`src/rtl/audio_i2s_tx.sv`:
```
// Stereo I2S output stage: owns the sample-rate timebase, mixes PSG and PCM
// with signed saturation and shifts the result out as Philips I2S.
module audio_i2s_tx #(
    parameter int BCK_HALF_LOG2 = 2
) (
    input  logic        clk,
    input  logic        rst,
    input  logic [15:0] psg_left,
    input  logic [15:0] psg_right,
    input  logic [15:0] pcm_left,
    input  logic [15:0] pcm_right,
    output logic        next_sample,
    output logic        i2s_lrck,
    output logic        i2s_bck,
    output logic        i2s_data
);

    localparam int CW = 7 + BCK_HALF_LOG2;
    localparam int PW = BCK_HALF_LOG2 + 1;

    logic [CW-1:0] cnt;
    logic          ch;
    logic [4:0]    slot;
    logic          bck_d;
    logic [15:0]   hold_l;
    logic [15:0]   hold_r;
    logic [15:0]   mix_l;
    logic [15:0]   mix_r;
    logic [15:0]   word;
    logic [3:0]    bit_idx;
    logic          data_d;

    function automatic logic [15:0] sat_add(input logic [15:0] a,
                                            input logic [15:0] b);
        logic [16:0] s;
        s = {a[15], a} + {b[15], b};
        if (s[16:15] == 2'b01)
            sat_add = 16'h7FFF;
        else if (s[16:15] == 2'b10)
            sat_add = 16'h8000;
        else
            sat_add = s[15:0];
    endfunction

    assign ch    = cnt[CW-1];
    assign slot  = cnt[CW-2 -: 5];
    assign bck_d = cnt[PW-1];
    assign mix_l = sat_add(psg_left, pcm_left);
    assign mix_r = sat_add(psg_right, pcm_right);

    // Slot 0 is the one-bit I2S delay; slots 1..16 carry the word MSB first.
    always_comb begin
        word    = ch ? hold_r : hold_l;
        bit_idx = 4'(5'd16 - slot);
        data_d  = 1'b0;
        if (slot >= 5'd1 && slot <= 5'd16)
            data_d = word[bit_idx];
    end

    always_ff @(posedge clk or posedge rst) begin
        if (rst) begin
            cnt         <= '0;
            hold_l      <= '0;
            hold_r      <= '0;
            next_sample <= 1'b0;
            i2s_lrck    <= 1'b0;
            i2s_bck     <= 1'b0;
            i2s_data    <= 1'b0;
        end else begin
            cnt         <= cnt + 1'b1;
            next_sample <= (cnt == '0);
            i2s_lrck    <= ch;
            i2s_bck     <= bck_d;
            i2s_data    <= data_d;
            // Capture coincides with right slot 31, which is padding.
            if (cnt == '1) begin
                hold_l <= mix_l;
                hold_r <= mix_r;
            end
        end
    end

endmodule
```
`config.mk`:
```
export PLATFORM = sky130hd
export DESIGN_NAME = audio_i2s_tx
export DESIGN_NICKNAME = d
export VERILOG_FILES = /design/src/rtl/audio_i2s_tx.sv
export SDC_FILE = /design/constraint.sdc
export NUM_CORES = 1
export LEC_CHECK = 0
export CAP_MARGIN = 20
export CORE_ASPECT_RATIO = 1.1
export CORE_MARGIN = 2
export CORE_UTILIZATION = 48
export CTS_CLUSTER_DIAMETER = 120
export CTS_CLUSTER_SIZE = 28
export DETAILED_ROUTE_END_ITERATION = 8
export PLACE_DENSITY = 0.77
export SLEW_MARGIN = 10
export SYNTH_ARGS = -nofsm -noshare
export SYNTH_HDL_FRONTEND = slang
export SYNTH_SLANG_ARGS = --single-unit
```
`constraint.sdc`:
```
create_clock -name clk -period 2.5 [get_ports clk]
set_input_delay 0.375 -clock clk [delete_from_list [all_inputs] [get_ports clk]]
set_output_delay 0.375 -clock clk [all_outputs]
set_load 0.02 [all_outputs]
```
==> summary.txt <==
Status
  • Outcome: complete, no violations

Logic synthesis
  • Top cells by area, synth: dfrtp_1, ha_1, a21oi_1
  • Synth Cell Area: 3836 um^2
  • Yosys warns: 0
  • Synth Flop Type: dfrtp_1
  • Mapped Nets: 536
  • Synth top cells by count: a21oi_1, dfrtp_1, inv_1
  • Seq/Total Area, Yosys: 29.35%
  • Fraction of registers with async set/reset: 100.0%
  • Synth area leader: dfrtp_1
  • EDFF count, synth: 0
  • Synthesized flop and latch total: 45
  • Top-area cell type share of the netlist area: between 20% and 30%
  • Avg Inst Size Synth: roughly 8.9 um^2
  • Most numerous cell in the Yosys netlist: a21oi_1
  • Syn Inst Count: between 400 and 500
  • Netlist cell types: 51

Critical path
  • Setup crit start kind: primary input
  • Setup crit end: hold_l[2]$_DFFE_PP0N_
  • Critical path type: primary input to register
  • Max FO, Critical Path: 5
  • Reg2Reg Depth: 7
  • Critical Path RT: between 2 and 3 ns
  • CP startpoint: psg_left[9]
  • Worst R2R End: i2s_data$_DFF_PP0_
  • Critical R2R Launch: cnt[4]$_DFF_PP0_
  • Reg-to-reg setup timing slack: between 0.15 and 0.2 ns
  • Arr. time, crit path: roughly 2.7 ns
  • CP Capture Type: register

Cells and area
  • Layout Cells excl Fill: just under 700
  • Area Overhead vs Synth: 45.01%
  • Layout net count: roughly 670
  • N_diodes: 0
  • FILL cells: between 500 and 600
  • Final Util: 71.07%
  • Multi-input gate area: 2618 um^2
  • Seq. cell area: about 1100 um^2
  • Layout cells sized above 1: about 24%

CTS
  • Clock root cell: clkbuf_8
  • Skew-Pair Late Insertion Delay: approximately 0.31 ns
  • Clock sink count: 45
  • Clock-pin slew on the worst setup and hold paths: around 0.10 ns
  • Clock Path Buffers: 2
  • Total CTS buffers: 5
  • Max H-tree Level: 2
  • CTS tree: built

Place
  • Placer congestion estimate: a little over 0.8
  • Dpl hpwl: 7225 um
  • PortBufs: 69
  • Pre-CTS setup slack: -0.5237 ns
  • Post-Place Cells: 660

Floorplan
  • Chip width: about 90 um
  • Initial Util: 49.01%
  • Row cnt: 34
  • Die height: just under 100 um
  • # IOs: 70
  • Core ar.: between 7000 and 8000 um^2
  • Die area: between 8000 and 9000 um^2

Hold path
  • Hold Path Class: primary input to async pin

Drt
  • First-pass iteration count of the detailed router: 5
  • Avg Vias per Cell: about 5.5
  • Via count: ~3700
  • Residual DRC: 0
  • Wire length per cell: 13.88 um
  • Routed Antenna Nets: 0
  • First DRT Iteration DRCs: between 200 and 300
  • Total Wirelength: about 9400 um

GRT
  • Gr usage total: between 20 and 25%
  • Grt ovf: 0
  • Largest net degree at the start of global routing: 46
  • Initial antenna violation count: 0
  • First-pass GRT wire length: around 15000 um
  • Number of global-route vias before repair: ~3700

Pwr
  • Tot Pwr: between 2 and 2.5 mW
  • Maximum vdd drop: between 0.2 and 0.25 mV
  • P_leak: roughly 2.5 nW
  • PwrDens: approximately 420 nW/um^2

STA
  • Max Slew Vio Count: 0
  • # setup viols final: 0
  • Slew headroom: 63.52%
  • Skew final: about 0.014 ns
  • Slew @ Worst Pin: ~0.55 ns
  • Tcrit/Tclk final: approximately 100%
  • Final hold slack: between 0.5 and 0.6 ns
  • Final Critical Period: around 2.5 ns
  • Maximum clock frequency: around 0.4 GHz
  • Unrepaired setup endpoints after global routing: true
  • Final hold vios: 0
  • Worst setup margin: about 0.011 ns

Job
  • MaxCap Viol Count: 0
## layer usage
metal  wire, um  share of wire (%)  track usage, %  up-vias
li1           -                  -               -     1842
met1       3866                 41           27.04     1716
met2       4840                 52           36.92      111
met3        452                4.8           2.790       24
met4        236                2.5           8.266        0
met5          0                  0               0        -
## where the power goes
| part | total (mW) | leakage (nW) | switching, mW | internal (mW) |
|---|---|---|---|---|
| clock | 0.570 | 0.0591 | 0.265 | 0.305 |
| sequential | 0.727 | 0.442 | 0 | 0.727 |
| combinational | 1.04 | 2.03 | 0.484 | 0.554 |
| total | 2.33 | 2.54 | 0.749 | 1.59 |
## flip-flops by register name, indices dropped and copies added, names as in the netlist
name and flops:
i2s_data 1, next_sample 1, hold_l 16, hold_r 16
i2s_lrck 1, i2s_bck 1, cnt 9
## critical path, stage by stage
cell and delay (ns):
clkdlybuf4s50_1 0.44, ha_1 0.35, a21o_1 0.18, a21o_1 0.18, a21oi_2 0.17, a21boi_1 0.09, o31a_1 0.35, buf_6 0.16
buf_16 0.13, a21oi_1 0.13, o22ai_1 0.10
## per-stage QoR
step,instance area [um^2],TNS [ns]
5_1_grt,5563,-0.07826
3_5_place_dp,5150,-12.56
6_report,5563,0
4_1_cts,5385,0
2_1_floorplan,3836,0
3_3_place_gp,5150,-9.335
## how the worst min path moves through the flow
| stage | to | startpoint | depth (start not counted) | slack [ns] |
|---|---|---|---|---|
| final | hold_r[10]$_DFFE_PP0N_ | rst | 3 | 0.51 |
| after detailed placement | cnt[0]$_DFF_PP0_ | cnt[0]$_DFF_PP0_ | 1 | 0.50 |
| after floorplan | i2s_lrck$_DFF_PP0_ | cnt[8]$_DFF_PP0_ | 0 | 0.38 |
| after CTS | cnt[0]$_DFF_PP0_ | cnt[0]$_DFF_PP0_ | 1 | 0.51 |
| after global routing | i2s_bck$_DFF_PP0_ | cnt[2]$_DFF_PP0_ | 0 | 0.54 |
| after global placement | cnt[0]$_DFF_PP0_ | cnt[0]$_DFF_PP0_ | 1 | 0.49 |
## layout make-up
class                           count  share of cell area [%]
Clock buffer                        5                   1.237
Multi-Input combinational cell    323                   47.05
Sequential cell                    45                   20.24
Timing Repair Buffer              152                   25.42
Inverter                           41                   2.767
Clock inverter                      3                  0.8547
Tap cell                          108                   2.429
## kinds of logic (layout without fill, tap and decap cells)
logic type | Yosys count | count (layout) | synth area share, %
muxes | 12 | 12 | 6.393
AOI/OAI and AO/OA | 160 | 160 | 25.99
and+or+nand+nor | 81 | 81 | 10.73
adders and majority gates | 40 | 40 | 13.44
buffers and inverters | 62 | 201 | 6.752
DFF | 45 | 45 | 29.35
xor gates and xnor gates | 30 | 30 | 7.339
## cells in the final DEF, fill, tap and decap left out, drive strengths merged, types with 7 or more instances in the layout
master,synthesis,final
a21o,13,13
a21oi,48,48
a31oi,10,10
buf,9,83
clkdlybuf4s50,0,62
dfrtp,45,45
ha,38,38
inv,41,43
mux4,10,10
nand2,19,19
nor2,23,23
nor3,10,10
o211ai,7,7
o21ai,34,34
o22ai,26,26
xnor2,17,17
xor2,13,13
## what timing repair did
item,in CTS,in global routing
pin swaps,10,21
cloned,2,0
hold buffers,0,0
gates resized for setup,16,31
setup buffers,5,2
endpoints found under the setup margin,28,27
endpoints found under the hold margin,0,0
Power figures use the tool's default switching activity.
